<file path="config.mk">
export PLATFORM = sky130hd
export DESIGN_NAME = ifu_pc
export DESIGN_NICKNAME = d
export VERILOG_FILES = /design/src/rtl/ifu_pc.sv
export SDC_FILE = /design/constraint.sdc
export NUM_CORES = 1
export LEC_CHECK = 0
export ABC_AREA = 1
export CORE_AREA = 2 2 113 115
export CTS_CLUSTER_DIAMETER = 50
export DETAILED_ROUTE_END_ITERATION = 12
export DIE_AREA = 0 0 115 117
export PLACE_DENSITY_LB_ADDON = 0.3
export SETUP_SLACK_MARGIN = 0.4
export SLEW_MARGIN = 20
export SYNTH_ARGS = -nofsm -noshare
export SYNTH_HDL_FRONTEND = slang
export SYNTH_SLANG_ARGS = --single-unit
</file>
<file path="constraint.sdc">
create_clock -name Clk -period 4.2 [get_ports Clk]
set_input_delay 0.42 -clock Clk [delete_from_list [all_inputs] [get_ports Clk]]
set_output_delay 0.42 -clock Clk [all_outputs]
set_load 0.02 [all_outputs]
</file>
<file path="src/rtl/ifu_pc.sv">
// Instruction-fetch PC stage: holds the architectural PC, selects the next PC and
// traps any fetch target outside instruction memory into a sticky HALT state.
module ifu_pc #(
    parameter logic [31:0] PC_RESET = 32'h0000_3000,
    parameter logic [31:0] IM_BASE  = 32'h0000_3000,
    parameter int unsigned IM_WORDS = 1024
) (
    input  logic        Clk,
    input  logic        Reset,
    input  logic        Stall,
    input  logic [1:0]  NPCOp,
    input  logic        Zero,
    input  logic [15:0] Imm16,
    input  logic [25:0] Index26,
    input  logic [31:0] RegTarget,
    output logic [31:0] PC,
    output logic [31:0] PC4,
    output logic [9:0]  ImAddr,
    output logic        Halted,
    output logic        AddrErr
);

    typedef enum logic {
        RUN  = 1'b0,
        HALT = 1'b1
    } state_e;

    typedef enum logic [1:0] {
        NPC_SEQ    = 2'b00,
        NPC_BRANCH = 2'b01,
        NPC_JUMP   = 2'b10,
        NPC_JR     = 2'b11
    } npc_op_e;

    // 33-bit limit so a memory reaching the top of the address space cannot overflow.
    localparam logic [32:0] IM_LIMIT = {1'b0, IM_BASE} + 33'(4 * IM_WORDS);

    state_e      state_q, state_d;
    logic [31:0] pc_q, pc_d;
    logic        addr_err_q, addr_err_d;

    logic [31:0] npc;
    logic [31:0] br_offset;
    logic        npc_legal;

    assign PC4       = pc_q + 32'd4;
    assign br_offset = {{14{Imm16[15]}}, Imm16, 2'b00};

    always_comb begin
        npc = PC4;
        unique case (npc_op_e'(NPCOp))
            NPC_SEQ:    npc = PC4;
            NPC_BRANCH: npc = Zero ? (PC4 + br_offset) : PC4;
            NPC_JUMP:   npc = {PC4[31:28], Index26, 2'b00};
            NPC_JR:     npc = RegTarget;
            default:    npc = PC4;
        endcase
    end

    assign npc_legal = (npc[1:0] == 2'b00) && (npc >= IM_BASE) && ({1'b0, npc} < IM_LIMIT);

    // NOTE: every always_comb output gets a default first so no path leaves it unassigned (no latch).
    always_comb begin
        state_d    = state_q;
        pc_d       = pc_q;
        addr_err_d = addr_err_q;
        unique case (state_q)
            RUN: begin
                // A stalled cycle never evaluates legality, even for a bad target.
                if (!Stall) begin
                    if (!npc_legal) begin
                        addr_err_d = 1'b1;
                        state_d    = HALT;
                    end else begin
                        pc_d = npc;
                    end
                end
            end
            HALT: ;
            default: state_d = HALT;
        endcase
    end

    // NOTE: sequential state uses non-blocking assignments so all flops update together.
    always_ff @(posedge Clk) begin
        if (Reset) begin
            state_q    <= RUN;
            pc_q       <= PC_RESET;
            addr_err_q <= 1'b0;
        end else begin
            state_q    <= state_d;
            pc_q       <= pc_d;
            addr_err_q <= addr_err_d;
        end
    end

    // The PC is always word aligned, so the word offset needs no borrow from bits [1:0].
    assign ImAddr  = pc_q[11:2] - IM_BASE[11:2];
    assign PC      = pc_q;
    assign Halted  = (state_q == HALT);
    assign AddrErr = addr_err_q;

endmodule

</file>
After elaboration in Yosys (flattened, before gate mapping)
Index checks and enable logic that the tools add are counted.
- register bits: 34
- bits of input ports: 80
- output and inout port bits: 76
- logic and storage cells: 24
- add/subtract/negate cells: 2
- magnitude comparators: 2
- equality and inequality tests: 3
- mux-type cells: 5
- bitwise operators: 3
- reduce and logical (&&, ||, !) cells: 6
- operators with widths (cell ; number):
    32-bit one-hot mux with 4 select lines ; 1
    32-bit by 3-bit adder with 32-bit output, second input constant ; 1
    32-bit adder ; 1
    32-bit by 14-bit >= comparator with 1-bit output, second input constant ; 1
    32-bit by 15-bit less-than comparator with 1-bit output, second input constant ; 1
    32-bit two-way mux ; 1
    3-bit AND reduction ; 2
    2-bit equality test, second input constant ; 2
    2-bit zero test ; 2
    1-bit two-way mux ; 3
    1-bit inverter ; 3
    2-bit by 1-bit equality test with 1-bit output, second input constant ; 1
    1-bit logical AND ; 2

Longest topological paths before layout
Gate-level depths: netlist of the first run.
- word-level depth: 10
- mapped depth: 33
- depth with buffers taken out: 32

Least setup slack after synthesis of the first run
No wires, ideal clock.
- kind: register to register
- from: reg pc_q[2] (netlist: PC[2])
- to: reg pc_q[17] (netlist: PC[17])
- setup time: 0.111 ns
- arrival time: 3.579 ns
- data required time: 4.089 ns
- path slack: 0.510 ns
- cell stages (with the launch flop): 26
- buffers on the path: 1
- clock period less this slack: 3.690 ns
- path through: dfxtp_1 ha_1 nand2_1 nor2_2 nand2_1 xor2_1 ha_1 nand2_1 inv_1 nand2_1 nand2_1 a21oi_1 nand2_1 nand2_1 nand3_1 nand2_1 nand4_1 nor2_1 nand2_1 nor2_1 nand3_2 nor2_4 nand3_4 buf_2 nand3_1 inv_1
- word-level cells in the longest chain between the ends: 8
- elaborated cells on any way between the ends: 9
- classes of those cells: 2 x add/sub; 2 x order compare; 2 x mux; 3 x reduce/logical
- ends and longest elaborated chain (what ; line ; RTL):
    start: declaration ; 39 ; logic [31:0] pc_q, pc_d;
    start signal: assignment ; 92 ; pc_q <= pc_d;
    32-bit by 3-bit adder with 32-bit output * ; 46 ; assign PC4 = pc_q + 32'd4;
    via PC4[10] ; 17 ; output logic [31:0] PC4,
    32-bit adder ; 53 ; NPC_BRANCH: npc = Zero ? (PC4 + br_offset) : PC4;
    32-bit two-way mux ; 53 ;
    32-bit one-hot mux with 4 select lines * ; 51 ; unique case (npc_op_e'(NPCOp))
    32-bit by 14-bit >= comparator with 1-bit output ; 60 ; assign npc_legal = (npc[1:0] == 2'b00) && (npc >= IM_BASE) && ({1'b0, npc} < IM_LIMIT);
    1-bit logical AND (2 in a row) ; 60 ;
    3-bit AND reduction (no source line) ; -- ;
Mark *: on every way through the listed nets, which the timed path passes. The rest lies on a longest branch.
A chain may end at the register's enable or synchronous reset.

Worst setup path in the final report of the first run
- from: reg pc_q[3] (netlist: PC[3])
- to: reg pc_q[8] (netlist: PC[8])
- word-level cells in the longest chain between the ends: 8
- elaborated cells on any way between the ends: 9
- classes of those cells: 2 x add/sub; 2 x order compare; 2 x mux; 3 x reduce/logical
- ends and longest elaborated chain (what ; line):
    32-bit by 3-bit adder with 32-bit output * ; 46
    32-bit adder ; 53
    32-bit two-way mux ; 53
    32-bit one-hot mux with 4 select lines * ; 51
    32-bit by 14-bit >= comparator with 1-bit output ; 60
    1-bit logical AND (2 in a row) ; 60
    3-bit AND reduction (no source line) ; --
Every way passes the cells marked *; elsewhere a longest branch is shown, timed or not.

==> results.md, run 1 <==
* Final Routed Wirelength at 26.1 mm
* Latest clock arrival within the worst-skew pair at about 0.29 ns
* Ratio of routed vias to standard cells at 5.62
* Library cell appearing most often on the critical path: nand2_1
* GR Util met1 at between 40% and 50%
* Global router's overall resource usage at 33.6%
* Part of the cycle the worst path needs at between 90% and 100%
* Layer carrying the most global-route usage: met2
* Syn avg cell area at a little over 5 µm²
* Port Buffer Count at around 160
* Residual overflow from global routing at 0
* Fin. max-slew vios at 0
* Crit-path slowest cell: dfxtp_4
* Met3 routing resource usage after global routing at under 10%
* Detail-routed net length per standard cell at between 15 and 20 µm
* Gate count after technology mapping at 1173
* Arr. time, crit path at 4.06 ns
* Global-route wire length before repair at around 36 mm
* Final min period at 3.83 ns
* Maximum number of pins on one net before global-route repair at 33
* Pwr Total at ~1.1 mW
* TritonCTS clock tree: built
* Global placer's final weighted congestion at between 0.9 and 1
* Kind of launch point of the worst setup path: flop
* Number of nets in the layout at around 1500
* Area of the die at 13500 µm²
* Clk buf depth at 2
* Placed cells at between 1000 and 1500
* Total of endpoints with negative setup slack in the final report at 0
* Leakage at roughly 4.6 nW
* Most common cell after layout, fill and taps aside: nand2_1
* Peak supply drop at 260 µV
* Number of sinks driven by the clock tree at 34
* Die Y-Extent at approximately 120 µm
* Sequential share of the synthesized area at between 10 and 15%
* Power density of the placed cells at about 120 nW/µm²
* Critical Path End Type: flop
* Non-Filler Instances at ~1500
* DR vias at 8532
* Fraction of final layout cells with drive strength greater than 1 at between 20 and 25%
* Combined area of all synthesized cells at ~6000 µm²
* Post-detailed-placement half-perimeter wirelength at between 15 and 20 mm
* Number of buffers inserted by hold repair at cts at 0
* Leading cell types in the layout, fill and taps excluded: 364 x nand2_1, 200 x inv_1, 155 x clkdlybuf4s50_1, 93 x nand3_1, 77 x nor2_1
* IO Count at between 150 and 200
* Detail Route Antenna Nets at 0
* Required time at the endpoint of the critical path at 4.43 ns
* Vias in the first global route at about 7300
* CTS clk-pin slew, worst paths at approximately 0.060 ns
* Delay contributed by the slowest stage of the critical path at roughly 0.4 ns
* Library cells used by synthesis at between 40 and 50
* Clock Skews at between 0.007 and 0.008 ns
* Fraction of met2 tracks used by global routing at between 50% and 60%
* Root buffer cell: clkbuf_16
* Initial core utilization at between 40% and 50%
* Number of synthesis warnings at 0
* Floorplan core area at ~12000 µm²
* Highest clock frequency the design can meet at approximately 260 MHz
* Width of the die at 115 µm
* Yosys top cell area share at a little over a quarter
* Violation count after the first detailed-route iteration at a little under 900
* Worst min-delay path class: reg2reg
* H-tree depth at 2
* Layout area overhead at 55.4%
* Transition at the pin with the smallest max-transition slack at roughly 0.98 ns
* Antenna violations before repair at 0
* Clock buffers created by TritonCTS at 5
* Drc violations at 0
* Cell type with the highest aggregate area in the netlist: nand2_1
* Number of optimization iterations in the first detailed-route pass at 6
* Max-capacitance violation count at 0
* Cell row count at between 40 and 50
* Top post-synthesis cells by area: nand2_1 27%, inv_1 14%, dfxtp_1 11%
* Fillers at 959
* Ant diodes at 0
* Synthesized net count at ~1300
* Final number of hold-violating endpoints at 0
* Number of flip-flops and latches in the synthesized netlist at 34
* Outcome: finished, final reports clean
* Critical path class: reg2reg
* Unrepaired setup endpoints after global routing: yes
* Largest fanout on the critical path at 5
* Worst hold slack after final layout at around 0.48 ns
* Setup TNS at 0 ns
* Rel. slew slack at approximately 34%
## layer usage
layer | routed length (µm) | share of wire [%]
met1 | 9930 | 38
met2 | 12500 | 48
met3 | 2240 | 8.6
met4 | 1450 | 5.5
met5 | 0 | 0
## critical path, delay by kind of cell, from the launching register on
family / cells / cell delay (ns)
adders and majority gates: 2 / 0.46
DFF: 1 / 0.39
and+or+nand+nor: 22 / 2.42
buffers and inverters: 4 / 0.49
## final timing paths
check | slack, ns | startpoint | depth (start not counted) | endpoint
worst max-delay path | 0.37 | PC[3]$_SDFFE_PP0P_ | 28 | PC[8]$_SDFFE_PP0P_
worst min-delay path | 0.48 | PC[25]$_SDFFE_PP0P_ | 2 | PC[25]$_SDFFE_PP0P_
worst max register to register | 0.37 | PC[3]$_SDFFE_PP0P_ | 28 | PC[8]$_SDFFE_PP0P_
worst min register to register | 0.48 | PC[25]$_SDFFE_PP0P_ | 2 | PC[25]$_SDFFE_PP0P_
## through the flow
stage | worst slack (ns) | instance area (µm²) | utilization [%]
after floorplan | 0.510 | 6000 | -
after global placement | 0.182 | 7830 | 63.6
after detailed placement | 0.106 | 7830 | 63.6
after CTS | 0.404 | 8150 | 66.2
after global routing | 0.123 | 9330 | 75.8
final | 0.368 | 9330 | 75.8
## Yosys cell counts (all sizes together)
master	number
nand2	431
inv	234
nor2	130
nand3	114
a21oi	44
dfxtp	34
ha	32
buf	27
o21ai	21
nand4	16
nor3	14
xor2	13
clkbuf	11
a221oi	9
nand3b	7
a22o	6
o21bai	5
o22ai	3
a21boi	2
a21o	2
a22oi	2
a31oi	2
clkinv	2
a211oi	1
a221o	1
a311oi	1
and2	1
fa	1
nor3b	1
nor4	1
o2111a	1
o2111ai	1
o211ai	1
o311ai	1
xnor2	1
## power by group
| part | leakage [nW] | internal (mW) | total, mW | switching [mW] |
|---|---|---|---|---|
| Sequential | 0.289 | 0.315 | 0.316 | 0.00115 |
| Clock | 0.0739 | 0.235 | 0.370 | 0.135 |
| Combinational | 4.23 | 0.183 | 0.416 | 0.233 |
| Total | 4.59 | 0.733 | 1.10 | 0.369 |
## state kept, by name, summed over array words and instances (netlist names)
name / count
AddrErr: 1
PC: 32
Halted: 1
## repair_timing
item | CTS | global route
cloned | 0 | 1
endpoints found under the setup margin | 34 | 34
buffers inserted | 1 | 31
gates resized for setup | 36 | 249
pin swaps | 5 | 70
## cells by family (layout without fill, tap and decap cells)
family                   Yosys count  in the layout  synth area share [%]
AO/OA/AOI/OAI                    103            103                  10.6
XOR/XNOR                          14             14                  2.17
adder cells (fa/ha/maj)           33             33                  7.01
buffers and inverters            274            470                  18.2
flip-flops                        34             34                  11.3
AND/OR/NAND/NOR                  715            715                  50.6
## area by class of cell
type / count / area, µm² / area share, %
Clock buffer: 7 / 143 / 1.53
Clock inverter: 1 / 5.00 / 0.0537
Inverter: 236 / 898 / 9.63
Multi-Input combinational cell: 865 / 5200 / 55.7
Sequential cell: 34 / 746 / 8.00
Tap cell: 150 / 188 / 2.01
Timing Repair Buffer: 226 / 2150 / 23.1
Note: power is estimated with default switching activity, not from simulation.
==> inputs of run 2 (changes only) <==
Settings changed: ABC_CLOCK_PERIOD_IN_PS set to 4200.
==> results of run 2 <==
Final layout, timing and power as in run 1 (identical DEF).
